[config.mk]
export PLATFORM = sky130hd
export DESIGN_NAME = mem_arbiter_flat
export DESIGN_NICKNAME = d
export VERILOG_FILES = /design/src/rtl/mem_arbiter_if.sv /design/src/rtl/mem_arbiter.sv /design/src/flat_wrapper.sv
export SDC_FILE = /design/constraint.sdc
export NUM_CORES = 1
export LEC_CHECK = 0
export ABC_AREA = 1
export BUFFER_PORTS_ARGS = -buffer_cell sky130_fd_sc_hd__buf_2
export CORE_ASPECT_RATIO = 1.25
export CORE_UTILIZATION = 52
export DETAILED_ROUTE_END_ITERATION = 8
export PLACE_DENSITY = 0.86
export SYNTH_ARGS = -nofsm -noshare
export SYNTH_HDL_FRONTEND = slang
export SYNTH_SLANG_ARGS = --single-unit
[constraint.sdc]
create_clock -name clk -period 3.8 [get_ports clk]
set_clock_uncertainty 0.05 [all_clocks]
set_input_delay 0.19 -clock clk [delete_from_list [all_inputs] [get_ports clk]]
set_output_delay 0.19 -clock clk [all_outputs]
set_load 0.01 [all_outputs]
[src/rtl/mem_arbiter_if.sv]
// rtl/mem_arbiter_if.sv - requester and 16-bit memory bus bundle for mem_arbiter
interface mem_arbiter_if #(
    parameter int N_PORTS   = 2,
    parameter int MEM_DEPTH = 4096
);
    localparam int ADDR_WIDTH = $clog2(MEM_DEPTH * 2);

    logic [N_PORTS-1:0]            i_req;
    logic [N_PORTS-1:0]            i_we;
    logic [2*N_PORTS-1:0]          i_size;
    logic [N_PORTS*ADDR_WIDTH-1:0] i_addr;
    logic [32*N_PORTS-1:0]         i_wdata;
    logic [N_PORTS-1:0]            o_ack;
    logic                          o_err;
    logic [31:0]                   o_rdata;
    logic [ADDR_WIDTH-2:0]         o_mem_addr;
    logic [15:0]                   o_mem_di;
    logic                          o_mem_en;
    logic                          o_mem_rd_en;
    logic [1:0]                    o_mem_wr_en;
    logic [15:0]                   i_mem_do;

    modport slave (
        input  i_req, i_we, i_size, i_addr, i_wdata, i_mem_do,
        output o_ack, o_err, o_rdata, o_mem_addr, o_mem_di, o_mem_en, o_mem_rd_en, o_mem_wr_en
    );

    modport master (
        output i_req, i_we, i_size, i_addr, i_wdata, i_mem_do,
        input  o_ack, o_err, o_rdata, o_mem_addr, o_mem_di, o_mem_en, o_mem_rd_en, o_mem_wr_en
    );
endinterface

[src/rtl/mem_arbiter.sv]
// rtl/mem_arbiter.sv - N-port arbiter splitting byte/half/word requests into halfword memory beats
module mem_arbiter #(
    parameter int MEM_DEPTH = 4096,
    parameter int N_PORTS   = 2,
    parameter int RR        = 1
) (
    input  logic          clk,
    input  logic          rst,
    mem_arbiter_if.slave  bus
);
    localparam int ADDR_WIDTH = $clog2(MEM_DEPTH * 2);
    localparam int PW         = (N_PORTS > 1) ? $clog2(N_PORTS) : 1;
    localparam logic [ADDR_WIDTH-2:0] LAST_IDX  = (ADDR_WIDTH-1)'(MEM_DEPTH - 1);
    localparam logic [PW-1:0]         LAST_PORT = PW'(N_PORTS - 1);

    typedef enum logic [1:0] {IDLE, B0, B1, DONE} state_t;

    state_t                state_q, state_d;
    logic [PW-1:0]         grant_q, grant_d;
    logic [PW-1:0]         last_q, last_d;
    logic                  we_q, we_d;
    logic [1:0]            size_q, size_d;
    logic [ADDR_WIDTH-1:0] addr_q, addr_d;
    logic [31:0]           wdata_q, wdata_d;
    logic                  err_q, err_d;
    logic [15:0]           lo_q, lo_d;

    logic                  mem_en_q, mem_en_d;
    logic                  rd_en_q, rd_en_d;
    logic [1:0]            wr_en_q, wr_en_d;
    logic [15:0]           di_q, di_d;
    logic [ADDR_WIDTH-2:0] maddr_q, maddr_d;
    logic [N_PORTS-1:0]    ack_q, ack_d;
    logic                  err_out_q, err_out_d;

    logic [PW-1:0]         sel, cand;
    logic                  any_req;
    logic                  req_we;
    logic [1:0]            req_size;
    logic [ADDR_WIDTH-1:0] req_addr;
    logic [31:0]           req_wdata;
    logic                  misaligned;
    logic [31:0]           rdata;

    // Round-robin scan begins just after the last winner; fixed priority scans from port 0.
    always_comb begin
        sel     = '0;
        cand    = '0;
        any_req = 1'b0;
        for (int i = 0; i < N_PORTS; i++) begin
            if (RR != 0) begin
                if (int'(last_q) + 1 + i >= N_PORTS)
                    cand = PW'(int'(last_q) + 1 + i - N_PORTS);
                else
                    cand = PW'(int'(last_q) + 1 + i);
            end else begin
                cand = PW'(i);
            end
            if (!any_req && bus.i_req[cand]) begin
                any_req = 1'b1;
                sel     = cand;
            end
        end
    end

    always_comb begin
        req_we    = 1'b0;
        req_size  = '0;
        req_addr  = '0;
        req_wdata = '0;
        for (int p = 0; p < N_PORTS; p++) begin
            if (sel == PW'(p)) begin
                req_we    = bus.i_we[p];
                req_size  = bus.i_size[2*p +: 2];
                req_addr  = bus.i_addr[p*ADDR_WIDTH +: ADDR_WIDTH];
                req_wdata = bus.i_wdata[32*p +: 32];
            end
        end
    end

    assign misaligned = req_addr[0] && (req_size != 2'b00);

    // Memory strobes are computed for the state being entered so they appear registered.
    always_comb begin
        state_d   = state_q;
        grant_d   = grant_q;
        last_d    = last_q;
        we_d      = we_q;
        size_d    = size_q;
        addr_d    = addr_q;
        wdata_d   = wdata_q;
        err_d     = err_q;
        lo_d      = lo_q;
        mem_en_d  = 1'b0;
        rd_en_d   = 1'b0;
        wr_en_d   = 2'b00;
        di_d      = '0;
        maddr_d   = '0;
        ack_d     = '0;
        err_out_d = 1'b0;
        unique case (state_q)
            IDLE: begin
                if (any_req) begin
                    grant_d = sel;
                    last_d  = sel;
                    we_d    = req_we;
                    size_d  = req_size;
                    addr_d  = req_addr;
                    wdata_d = req_wdata;
                    err_d   = misaligned;
                    if (misaligned) begin
                        state_d    = DONE;
                        ack_d[sel] = 1'b1;
                        err_out_d  = 1'b1;
                    end else begin
                        state_d  = B0;
                        mem_en_d = 1'b1;
                        maddr_d  = req_addr[ADDR_WIDTH-1:1];
                        if (!req_we) begin
                            rd_en_d = 1'b1;
                        end else if (req_size == 2'b00) begin
                            wr_en_d = req_addr[0] ? 2'b10 : 2'b01;
                            di_d    = {2{req_wdata[7:0]}};
                        end else begin
                            wr_en_d = 2'b11;
                            di_d    = req_wdata[15:0];
                        end
                    end
                end
            end
            B0: begin
                if (size_q[1]) begin
                    state_d  = B1;
                    mem_en_d = 1'b1;
                    maddr_d  = (maddr_q == LAST_IDX) ? '0 : maddr_q + 1'b1;
                    if (we_q) begin
                        wr_en_d = 2'b11;
                        di_d    = wdata_q[31:16];
                    end else begin
                        rd_en_d = 1'b1;
                    end
                end else begin
                    state_d        = DONE;
                    ack_d[grant_q] = 1'b1;
                end
            end
            B1: begin
                lo_d           = bus.i_mem_do;
                state_d        = DONE;
                ack_d[grant_q] = 1'b1;
            end
            DONE: state_d = IDLE;
            default: state_d = IDLE;
        endcase
    end

    // Read data comes straight from the memory output during DONE.
    always_comb begin
        rdata = '0;
        if (state_q == DONE && !we_q && !err_q) begin
            if (size_q[1])
                rdata = {bus.i_mem_do, lo_q};
            else if (size_q[0])
                rdata = {16'h0000, bus.i_mem_do};
            else
                rdata = {24'h000000, addr_q[0] ? bus.i_mem_do[15:8] : bus.i_mem_do[7:0]};
        end
    end

    always_ff @(posedge clk) begin
        if (rst) begin
            state_q   <= IDLE;
            grant_q   <= '0;
            last_q    <= LAST_PORT;
            we_q      <= 1'b0;
            size_q    <= '0;
            addr_q    <= '0;
            wdata_q   <= '0;
            err_q     <= 1'b0;
            lo_q      <= '0;
            mem_en_q  <= 1'b0;
            rd_en_q   <= 1'b0;
            wr_en_q   <= 2'b00;
            di_q      <= '0;
            maddr_q   <= '0;
            ack_q     <= '0;
            err_out_q <= 1'b0;
        end else begin
            state_q   <= state_d;
            grant_q   <= grant_d;
            last_q    <= last_d;
            we_q      <= we_d;
            size_q    <= size_d;
            addr_q    <= addr_d;
            wdata_q   <= wdata_d;
            err_q     <= err_d;
            lo_q      <= lo_d;
            mem_en_q  <= mem_en_d;
            rd_en_q   <= rd_en_d;
            wr_en_q   <= wr_en_d;
            di_q      <= di_d;
            maddr_q   <= maddr_d;
            ack_q     <= ack_d;
            err_out_q <= err_out_d;
        end
    end

    assign bus.o_ack       = ack_q;
    assign bus.o_err       = err_out_q;
    assign bus.o_rdata     = rdata;
    assign bus.o_mem_addr  = maddr_q;
    assign bus.o_mem_di    = di_q;
    assign bus.o_mem_en    = mem_en_q;
    assign bus.o_mem_rd_en = rd_en_q;
    assign bus.o_mem_wr_en = wr_en_q;
endmodule
[src/flat_wrapper.sv]
// flat-port wrapper written by rule: the top's interface ports become plain ports
module mem_arbiter_flat 
#(
    parameter int MEM_DEPTH = 4096,
    parameter int N_PORTS   = 2,
    parameter int RR        = 1
)
  (clk, rst, bus_i_req, bus_i_we, bus_i_size, bus_i_addr, bus_i_wdata, bus_i_mem_do, bus_o_ack, bus_o_err, bus_o_rdata, bus_o_mem_addr, bus_o_mem_di, bus_o_mem_en, bus_o_mem_rd_en, bus_o_mem_wr_en);
  mem_arbiter_if #(.N_PORTS(N_PORTS), .MEM_DEPTH(MEM_DEPTH)) bus_i ();
  input  logic clk;
  input  logic rst;
  input wire logic [$bits(bus_i.i_req)-1:0] bus_i_req;
  input wire logic [$bits(bus_i.i_we)-1:0] bus_i_we;
  input wire logic [$bits(bus_i.i_size)-1:0] bus_i_size;
  input wire logic [$bits(bus_i.i_addr)-1:0] bus_i_addr;
  input wire logic [$bits(bus_i.i_wdata)-1:0] bus_i_wdata;
  input wire logic [$bits(bus_i.i_mem_do)-1:0] bus_i_mem_do;
  output wire logic [$bits(bus_i.o_ack)-1:0] bus_o_ack;
  output wire logic [$bits(bus_i.o_err)-1:0] bus_o_err;
  output wire logic [$bits(bus_i.o_rdata)-1:0] bus_o_rdata;
  output wire logic [$bits(bus_i.o_mem_addr)-1:0] bus_o_mem_addr;
  output wire logic [$bits(bus_i.o_mem_di)-1:0] bus_o_mem_di;
  output wire logic [$bits(bus_i.o_mem_en)-1:0] bus_o_mem_en;
  output wire logic [$bits(bus_i.o_mem_rd_en)-1:0] bus_o_mem_rd_en;
  output wire logic [$bits(bus_i.o_mem_wr_en)-1:0] bus_o_mem_wr_en;
  assign bus_i.i_req = bus_i_req;
  assign bus_i.i_we = bus_i_we;
  assign bus_i.i_size = bus_i_size;
  assign bus_i.i_addr = bus_i_addr;
  assign bus_i.i_wdata = bus_i_wdata;
  assign bus_i.i_mem_do = bus_i_mem_do;
  assign bus_o_ack = bus_i.o_ack;
  assign bus_o_err = bus_i.o_err;
  assign bus_o_rdata = bus_i.o_rdata;
  assign bus_o_mem_addr = bus_i.o_mem_addr;
  assign bus_o_mem_di = bus_i.o_mem_di;
  assign bus_o_mem_en = bus_i.o_mem_en;
  assign bus_o_mem_rd_en = bus_i.o_mem_rd_en;
  assign bus_o_mem_wr_en = bus_i.o_mem_wr_en;
  mem_arbiter #(.MEM_DEPTH(MEM_DEPTH), .N_PORTS(N_PORTS), .RR(RR)) u_core (.clk(clk), .rst(rst), .bus(bus_i));
endmodule
======== Word-level counts from Yosys, hierarchy flattened ========
Index checks and enable logic that the tools add are counted.
word-level totals
  logic and storage cells ................. 111
  output and inout port bits .............. 67
  bits in registers ....................... 92
cells by class
  magnitude comparators ................... 8
  bitwise gates (word level) .............. 2
  mux-type cells .......................... 61
  add/subtract/negate cells ............... 5
  eq/ne operators ......................... 5
  reduce and logical (&&, ||, !) cells .... 14
operator list
  cell                   count
  $mux 16                7
  $mux 32                3
  $mux 12                4
  $ge 32x3->1 const B    1
  $pmux 16 s2            1
  $mux 2                 13
  $pmux 12 s2            1
  $mux 1                 23
  $mux 13                1
  $add 12x1->12 const B  1
  $eq 12x12->1 const B   1
  $lt 1x2->1 const B     4
  $mux 8                 1
  $pmux 2 s4             1
  $logic_and 1x1->1      6
  $pmux 2 s3             1
  $eq 2x2->1 const B     2
  $logic_not 2->1        2
  $pmux 1 s2             2
  $pmux 2 s2             1
  $add 2x1->3 const B    1
  $logic_not 1->1        3
  $reduce_or 3->1        1
  $add 1x1->2 const B    1
  9 further kinds        13

======== Depth between registers and ports, before layout ========
Gate-level depths: netlist of the first run.
  depth after elaboration ................. 16
  mapped depth ............................ 11
  mapped depth without buffers ............ 10

======== Worst setup path before layout of the first run ========
No wires, ideal clock.
  kind .................................... reg2out
  start point ............................. register u_core.state_q[0]
  end point ............................... output bus_o_rdata[20]
  buffers on the path ..................... 1
  data required time ...................... 3,560 ps
  data arrival time ....................... 1,456 ps
  setup slack ............................. 2,104 ps
  stages on the path, launching flop included .. 7
  cells stage by stage .................... dfxtp_1 ha_1 nand2_1 nor2_1 inv_1 clkbuf_1 nor3_1
on the way
  cells in the longest elaborated chain, start to end .. 4
ends and longest elaborated chain
  what                             RTL line            source
  start: declaration               mem_arbiter.sv:18   state_t state_q, state_d;
  start signal: assignment         mem_arbiter.sv:189  state_q <= state_d;
  $eq 2x2->1                       mem_arbiter.sv:160  if (state_q == DONE && !we_q && !err_q) begin
  $logic_and 1x1->1 (2 in series)  mem_arbiter.sv:160
  $mux 32                          mem_arbiter.sv:160
  end: declaration                 flat_wrapper.sv:20  output wire logic [$bits(bus_i.o_rdata)-1:0] bus_o_rdata;
Every way passes these cells.

======== Final worst setup path of the first run ========
Same ends and word-level chain as after synthesis.

==> impl_results.md, run 1 <==
* Sw frac at 39.9%
* Post-Synth XOR/XNOR Area at 0%
* Share of cells above drive strength 1 at 25.6%
* Area delta synth->final at 24.3%
* DRT iter0 DRCs at 245
* Status: finished, final reports clean
* Internal at 1.51 mW
* Total CTS buffers at 9
* Reg power frac at between 40% and 50%
* EDFF count, synth at 0
* DPL Wire Length at 9030 um
* Final hold violations at 0
* Hold buffers post-CTS at 0
* Die height at ~100 um
* Max_cap viols at 0
* Leakage at around 2.7 nW
* Number of cell rows at 36
* Synth Area in Compound Gates at about 18%
* Initial antenna violation count at 0
* Final setup viols at 0
* Mux contribution to synthesized area at 0%
* First-pass GRT wire length at 19900 um
* Min-Delay Path Class: input port to flop
* DP Cell Count at approximately 900
* Final hold slack at 0.0424 ns
* Filler cells at 740
* Grt ovf at 0
* Sequential share of the synthesized area at a little over a third
* Flops & latches, synth at 76
* Tmin final at 2.70 ns
* Power after layout at 2.52 mW
* Mapped Cells at ~670
* Max incr delay on CP at 0.46 ns
* Combinational Power Share at 33.4%
* Clock transition at path regs at roughly 0.090 ns
* Clock net sink count at between 70 and 80
* CP max-delay cell: dfxtp_1
* Initial core utilization at approximately 54%
* Worst Setup Path Type: flop to output port
* I/O pins at 183
* Postcts setup bufs at 0
* Non-Filler Instances at 919
* Root Driver: clkbuf_8
* Pwr dens at around 480 mW/mm^2
* Net Count, Synth at 788
* WL final at 12300 um
* Worst EP arrival at 2.46 ns
* Via count of the first global-routing pass at 4721
* Final slew viol count at 0
* Routability cong. at 0.879
* Async SR Flop Fraction at 0%
* Fin area at between 0.005 and 0.006 mm^2
* Max Clk Rate at 0.370 GHz
* Clock network fraction of design power at 23.7%
* Post-route setup slack at 1.10 ns
* CTS tree: built
* Horiz. Die Dim at 82.6 um
* DR vias at roughly 5000
* WL/cell at approximately 13 um
* Reg2reg setup slack at between 1 and 1.5 ns
* Element type at the critical path end: output port
* Number of distinct library cells after synthesis at 28
* Antenna viol nets, final at 0
* PortBufs at ~180
* Switching power at 1.00 mW
* Antenna fix cells at 0
* Worst-path cell chain: ha_1 > nand2_1 > nor2_1 > inv_1 > nor3_1 > buf_2
* Drt drc at 0
* Rel. slew slack at 36.9%
* Largest family of logic cells by synthesized area: simple AND/OR/NAND/NOR gates
* Area after DPL at 0.00506 mm^2
* RSZ-0062 raised after global routing: false
* Core area at 0.00784 mm^2
* Post-CTS Resized at 0
* Critical path required time at 3.56 ns
* Max IR drop VDD at 290 uV
* Die area at ~0.0085 mm^2
* DR vias/cell at around 5.5
* Fin nets at between 900 and 1000
* Final Cycle Share at 71.2%
* Slew of the pin with the lowest slew margin at 0.946 ns
* Area share of and/or/nand/nor cells after synthesis at 33.7%
* H-Tree Depth at 3
* First drt pass iteration count at 5
* Setup_tns at 0 ns
* Syn Std Cell Area at 0.00422 mm^2
* Startpoint Class: flop
* CTS Buffer Depth at 2
* Core Util, Final at 67.0%
* Place WS at 1.19 ns
* Largest net degree at the start of global routing at 54
* Worst-Skew Late Latency at 0.35 ns
* Average size of a mapped cell at ~6.3 um^2
* Ys Warns at 0
* Worst Path Max Fanout at 24
* Total Routing Usage GR at 30.3%
* Adder-cell area share of the yosys netlist at ~1.8%
* Main synth FF type: dfxtp_1
==> cell type report <==
cell class / instances / area, um^2 / area share [%]
Inverter: 64 / 240 / 4.57
Clock buffer: 10 / 138 / 2.62
Timing Repair Buffer: 183 / 918 / 17.5
Clock inverter: 6 / 52.6 / 1.00
Sequential cell: 76 / 1520 / 29.0
Multi-Input combinational cell: 485 / 2260 / 43.1
Tap cell: 95 / 119 / 2.26
==> registers in the layout (all words and copies together) (netlist names), 2 cells and up <==
| name | count |
|---|---|
| u_core.bus.o_mem_di | 16 |
| u_core.lo_q | 16 |
| u_core.wdata_q | 16 |
| u_core.bus.o_mem_addr | 12 |
| u_core.bus.o_ack | 2 |
| u_core.bus.o_mem_wr_en | 2 |
| u_core.size_q | 2 |
| u_core.state_q | 2 |
==> power groups by stage <==
stage               sequential, mW  clock, mW  combinational, mW
global placement              1.09          0              0.802
finish                        1.08      0.597              0.842
CTS                           1.08      0.604              0.835
floorplan                     1.06          0              0.618
detailed placement            1.09          0              0.831
global route                  1.10      0.640              0.961
==> cell usage after synthesis (2+ instances only) <==
library cell	instances	area, um^2
nand4_1	2	12.5
o22ai_1	2	12.5
clkbuf_1	22	82.6
o21bai_1	3	22.5
buf_4	7	52.6
nand2_4	2	22.5
or2_2	2	12.5
buf_2	9	45.0
nand2_2	3	18.8
nor3_1	9	45.0
buf_1	2	7.51
a31oi_1	16	100
inv_2	2	7.51
a21oi_1	57	285
nor2_1	71	267
nand3b_1	16	120
o21ai_1	8	40.0
o21ai_0	57	285
nand2_1	177	664
ha_1	6	75.1
dfxtp_1	76	1520
nor2_2	2	12.5
nand3_1	50	250
inv_1	61	229
==> routing by layer <==
layer  vias up  track usage, %  wire [um]
met5         -               0          0
met4         0            19.2        495
met3        47            3.81        611
met2       227            53.1       6240
met1      2280            34.2       4900
li1       2462               -          -
==> critical path, delay by kind of cell (launching register included) <==
family                   cells  cell delay (ns)
adder cells (fa/ha/maj)      1             0.20
buffers and inverters        2             0.65
flip-flops                   1             0.46
AND/OR/NAND/NOR              3             0.80
==> path summary, 6_finish.rpt <==
path                                   start                                 to  cells after the start
max           u_core.state_q[0]$_SDFFE_PP0P_                    bus_o_rdata[20]                      6
min                          bus_i_wdata[60]    u_core.wdata_q[28]$_SDFFE_PP0P_                      3
max reg2reg       u_core.last_q$_SDFFE_PP1P_  u_core.bus.o_mem_di[9]$_SDFF_PP0_                      9
min reg2reg  u_core.wdata_q[19]$_SDFFE_PP0P_  u_core.bus.o_mem_di[3]$_SDFF_PP0_                      2
==> placed cells by master, fill, tap and decap left out <==
cell        instances
buf_2             182
nand2_1           177
dfxtp_1            76
nor2_1             71
inv_1              61
a21oi_1            57
o21ai_0            57
nand3_1            50
a31oi_1            16
nand3b_1           16
clkbuf_8           10
nor3_1              9
o21ai_1             8
ha_1                6
nand2_2             3
o21bai_1            3
inv_6               3
inv_2               2
nor2_2              2
nand2_4             2
or2_2               2
nand4_1             2
o22ai_1             2
clkinvlp_4          2
clkinv_1            1
o21ba_2             1
o21a_1              1
inv_8               1
buf_4               1
==> logic make-up (layout without fill, tap and decap cells) <==
kind of cell,count (synthesis),after routing
flip-flops,76,76
AND/OR/NAND/NOR,334,334
buffers and inverters,105,263
adder cells (fa/ha/maj),6,6
AO/OA/AOI/OAI,145,145
Note: power is estimated with default switching activity, not from simulation.
==> run 2, diff against run 1 <==
- ABC_AREA: 1 -> 0
- CORE_UTILIZATION: 52 -> 43
- PLACE_DENSITY: 0.86 -> 0.77
- clock period: 3.8 -> 2.3 ns (I/O delays scaled with it)
==> run 2 against run 1 <==
Total power rose by 100%; worst setup slack got worse by 0.97 ns; final cell count fell by 13%; global-route usage fell by 6.1 points; worst hold slack got worse by 0.035 ns; sequential power rose by 67%; first-iteration DRC count fell by 8.6%; synthesized cell count fell by 27%; count of clock-buffer cells in the layout fell by 1; sequential share of layout area fell by 1.7 points; sequential cell count did not move; largest power group unchanged.
==> impl_results.md, run 2 <==
* Status: finished, final reports clean
* Startpoint Class: flop
* Pwr dens at 914 mW/mm^2
* PortBufs at 182
* Number of distinct library cells after synthesis at 44
* Antenna fix cells at 0
* DR vias/cell at 5.43
* Final setup viols at 0
* Average size of a mapped cell at 8.24 um^2
* EDFF count, synth at 0
* Largest net degree at the start of global routing at 45
* Min-Delay Path Class: input port to flop
* Worst-Skew Late Latency at approximately 0.33 ns
* Total Routing Usage GR at 24.2%
* First drt pass iteration count at 4
* Postcts setup bufs at 0
* Initial antenna violation count at 2
* CTS Buffer Depth at 2
* Leakage at 2.59 nW
* Area after DPL at 0.00506 mm^2
* Number of cell rows at 39
* Clock transition at path regs at 0.06 ns
* WL final at 12000 um
* Worst Path Max Fanout at 25
* Filler cells at roughly 790
* CP delay by family, top: buffers and inverters
* CTS tree: built
* Element type at the critical path end: flop
* Drt drc at 0
* Area delta synth->final at 38.5%
* Core area at 0.00913 mm^2
* Via count of the first global-routing pass at ~3900
* Clock net sink count at 76
* Max IR drop VDD at 610 uV
* Final Cycle Share at around 95%
* Total CTS buffers at 9
* CP max-delay cell: dlygate4sd3_1
* Slew of the pin with the lowest slew margin at 1.07 ns
* H-Tree Depth at 3
* Buf/Inv on CP at 4
* Max incr delay on CP at ~0.58 ns
* Antenna viol nets, final at 0
* Final hold violations at 0
* Ys Warns at 0
* Max Clk Rate at 0.460 GHz
* Initial core utilization at 44.2%
* Grt ovf at 0
* Flops & latches, synth at 76
* Fin area at around 0.0056 mm^2
* DRT iter0 DRCs at 224
* RSZ-0062 raised after global routing: false
* Rel. slew slack at about 28%
* Die height at 110 um
* Core Util, Final at 61.2%
* Die area at 0.00976 mm^2
* Horiz. Die Dim at around 90 um
* I/O pins at between 150 and 200
* Worst-path cell chain: inv_1 > ha_1 > buf_6 > nor2b_4 > buf_12 > nor2_1 > a311oi_1 > dlygate4sd3_1
* Fin nets at 798
* Synth top cells by count: dfxtp_1 (76), nor2_1 (71), nand2_1 (70), mux2i_1 (46), clkbuf_1 (29)
* Max_cap viols at 0
* Worst EP arrival at 2.40 ns
* Tmin final at 2.18 ns
* Syn Std Cell Area at between 0.004 and 0.005 mm^2
* Net Count, Synth at about 610
* Reg2reg setup slack at 0.12 ns
* Synth top area cells: dfxtp_1 (38%), mux2i_1 (11%), nor2_1 (6.6%)
* Mapped Cells at 489
* DR vias at 4363
* Root Driver: clkbuf_16
* Most frequent cells in the layout: buf_2 (182), dfxtp_1 (76), nor2_1 (71)
* Routability cong. at around 0.89
* First-pass GRT wire length at 18100 um
* Main synth FF type: dfxtp_1
* Share of cells above drive strength 1 at 33.2%
* Async SR Flop Fraction at 0%
* Worst Setup Path Type: flop to flop
* WL/cell at 15.0 um
* Synth top area share at a little under two fifths
* DPL Wire Length at roughly 8700 um
* Sequential share of the synthesized area at 37.8%
* Most frequent cell after synthesis: dfxtp_1
* Setup_tns at 0 ns
* Critical path required time at 2.53 ns
* Commonest non-fill, non-tap cell in the layout: buf_2
* Dominant cell type by area after synthesis: dfxtp_1
* Final slew viol count at 0
==> run 2: tightest hold or removal path, cell delays in order <==
cell      delay (ns)
buf_2           0.10
nand2_1         0.05
a311oi_1        0.07
==> run 2: report_power, final <==
group	leakage, nW	total [mW]	switching [mW]	internal (mW)
combinational	1.81	1.79	0.980	0.812
clock	0.156	1.51	0.555	0.957
sequential	0.622	1.80	0.199	1.60
==> run 2: logic make-up after synthesis <==
logic type | count (synthesis) | synth area share [%]
xor gates and xnor gates | 10 | 2.17
DFF | 76 | 37.8
adders and majority gates | 6 | 1.86
AOI/OAI and AO/OA | 98 | 16.7
buffers and inverters | 40 | 3.98
and+or+nand+nor | 204 | 23.5
muxes | 55 | 13.9
==> run 2: final timing paths <==
check | start | endpoint | depth (start not counted)
setup / recovery | u_core.state_q[1]$_SDFFE_PP0P_ | u_core.wdata_q[19]$_SDFFE_PP0P_ | 8
hold / removal | bus_i_wdata[58] | u_core.wdata_q[26]$_SDFFE_PP0P_ | 3
setup reg to reg | u_core.state_q[1]$_SDFFE_PP0P_ | u_core.wdata_q[19]$_SDFFE_PP0P_ | 8
hold reg to reg | u_core.wdata_q[17]$_SDFFE_PP0P_ | u_core.bus.o_mem_di[1]$_SDFF_PP0_ | 2
==> run 2: cell type report <==
type                    count  area, um^2  area share, %
multi-input cells         373        2370           42.4
flip-flops and latches     76        1520           27.3
repair buffers            213        1200           21.6
clock buffers               9         225           4.03
well taps                 123         154           2.76
clock inverters             7        98.8           1.77
inverters                   3        11.3          0.202
==> run 2: per-layer routing <==
layer,track usage [%],vias to the layer above,wire length (um),share of wire (%)
met1,28.2,1987,5010,42
li1,-,2127,-,-
met4,14.4,2,435,3.6
met3,5.06,39,834,6.9
met5,0,-,13,0.11
met2,40.4,208,5730,48
==> run 2: stage by stage <==
stage               hold slack [ns]  power [mW]  worst slack (ns)  cells
floorplan                     0.212        2.93             0.657    489
global placement              0.326        3.40             0.375    770
detailed placement            0.336        3.47             0.287    770
CTS                        0.000222        5.06            0.0457    804
global route                0.00896        5.41           0.00782    804
finish                      0.00737        5.10             0.125    804
==> run 2: timing repair <==
action	in CTS	in global routing
setup endpoints to repair	0	6
gates resized for setup	0	6
endpoints found under the hold margin	12	0
hold buffers	18	0
==> run 3, diff against run 2 <==
- SETUP_SLACK_MARGIN: default -> 0.15
==> run 3 against run 2 <==
Non-clock buffer count unchanged; register-to-register slack better by 0.29 ns; count of clock-buffer cells in the layout unchanged; sequential cell count unchanged; global-route usage up 0.14 points; via count unchanged; sequential power about the same; largest cell class unchanged.
==> impl_results.md, run 3 (same netlist as run 2, synthesis figures left out) <==
* Die height at 110 um
* Antenna fix cells at 0
* WL final at 12000 um
* CTS Buffer Depth at 2
* Max incr delay on CP at 0.39 ns
* Largest net degree at the start of global routing at 45
* Routability cong. at 0.891
* Worst Path Max Fanout at 10
* RSZ-0062 raised after global routing: false
* Worst EP arrival at between 1.5 and 2 ns
* Root Driver: clkbuf_16
* Filler cells at 792
* Tmin final at 1.96 ns
* CTS tree: built
* Met2 Resource Use GR at between 40% and 50%
* CP max-delay cell: dfxtp_2
* Die area at 0.00976 mm^2
* Final Cycle Share at 85.2%
* GRT met1 Usage at 28.4%
* Horiz. Die Dim at 88.6 um
* Clock transition at path regs at 0.06 ns
* Most frequent cells in the layout: buf_2 (182), dfxtp_1 (75), nor2_1 (70), nand2_1 (70), mux2i_1 (46)
* First drt pass iteration count at 5
* Pwr dens at ~900 mW/mm^2
* Area delta synth->final at 38.1%
* Final slew viol count at 0
* H-Tree Depth at 3
* Rel. slew slack at 55.7%
* Critical path required time at 2.13 ns
* Total Routing Usage GR at 24.3%
* Number of cell rows at 39
* Commonest non-fill, non-tap cell in the layout: buf_2
* First-pass GRT wire length at 18200 um
* FF/Latch Area at between 0.0015 and 0.002 mm^2
* Antenna viol nets, final at 0
* Worst-path cell chain: nor2b_1 > buf_4 > mux2_2 > mux2i_1 > nor2_1 > buf_2
* Min-Delay Path Class: input port to flop
* Drt drc at 0
* I/O pins at 183
* DR vias at roughly 4400
* Via count of the first global-routing pass at 3898
* Fin nets at 798
* Element type at the critical path end: output port
* Initial core utilization at about 44%
* Most Used Layer, Global Route: met2
* Max_cap viols at 0
* Footprint of the multi-input gates at 0.00236 mm^2
* DPL Wire Length at 8730 um
* Worst Setup Path Type: flop to output port
* DR vias/cell at 5.43
* Final hold violations at 0
* Share of cells above drive strength 1 at 33.3%
* Status: finished, final reports clean
* Final setup viols at 0
* WL/cell at 15.0 um
* Initial antenna violation count at 2
* Startpoint Class: flop
* Max IR drop VDD at 590 uV
* Setup_tns at 0 ns
* Slew of the pin with the lowest slew margin at 0.663 ns
* Met3 Use GR at 5.06%
* PortBufs at roughly 180
* Clock net sink count at 76
* Total CTS buffers at 9
* Leakage at 2.57 nW
* Grt ovf at 0
* DRT iter0 DRCs at ~230
* Power after layout at 5.01 mW
* Core area at 0.00913 mm^2
* Max Clk Rate at between 0.5 and 0.6 GHz
* Worst-Skew Late Latency at between 0.3 and 0.4 ns
==> run 3: metal layers <==
| layer | vias up | wire (um) | part of all wire (%) |
|---|---|---|---|
| li1 | 2122 | - | - |
| met1 | 2002 | 5010 | 42 |
| met2 | 203 | 5750 | 48 |
| met3 | 34 | 857 | 7.1 |
| met4 | 2 | 405 | 3.4 |
| met5 | - | 13 | 0.11 |
==> run 3: worst paths after layout <==
| path | startpoint | to | slack, ns | cells after the start |
|---|---|---|---|---|
| worst max register to register | u_core.state_q[0]$_SDFFE_PP0P_ | u_core.bus.o_mem_addr[5]$_SDFF_PP0_ | 0.41 | 6 |
| worst min register to register | u_core.wdata_q[17]$_SDFFE_PP0P_ | u_core.bus.o_mem_di[1]$_SDFF_PP0_ | 0.41 | 2 |
| worst min-delay path | bus_i_mem_do[1] | u_core.lo_q[1]$_SDFFE_PP0N_ | 0.008 | 3 |
| worst max-delay path | u_core.size_q[0]$_SDFFE_PP0P_ | bus_o_rdata[1] | 0.34 | 6 |
==> run 3: area by class of cell <==
| type | count | area share (%) |
|---|---|---|
| Timing Repair Buffer | 213 | 21.4 |
| Tap cell | 123 | 2.77 |
| Multi-Input combinational cell | 373 | 42.5 |
| Inverter | 3 | 0.202 |
| Clock inverter | 7 | 1.78 |
| Sequential cell | 76 | 27.4 |
| Clock buffer | 9 | 4.05 |
==> run 3: worst max-delay path: cells and delay by family (launching register included) <==
kind / cells / cell delay, ns
flops: 1 / 0.39
buf+inv: 2 / 0.34
simple gates: 2 / 0.19
mux: 2 / 0.54
==> run 3: power by group <==
group | internal [mW] | switching, mW
Combinational | 0.736 | 0.966
Sequential | 1.60 | 0.196
Clock | 0.956 | 0.550
==> run 3: timing repair <==
| action | CTS | global route |
|---|---|---|
| setup endpoints to repair | 0 | 17 |
| endpoints found under the hold margin | 12 | 0 |
| buffers inserted | 0 | 0 |
| hold buffers | 18 | 0 |
| resized for setup | 0 | 2 |
==> run 3: metrics by stage <==
stage | hold slack [ns] | area (um^2) | util (%) | setup slack, ns | instances
after floorplan | 0.212 | 4030 | - | 0.657 | 489
after global placement | 0.326 | 5060 | 55.4 | 0.375 | 770
after detailed placement | 0.336 | 5060 | 55.4 | 0.287 | 770
after CTS | 0.000222 | 5560 | 60.9 | 0.216 | 804
after global routing | 0.00846 | 5560 | 61.0 | 0.221 | 804
final | 0.00831 | 5560 | 61.0 | 0.340 | 804
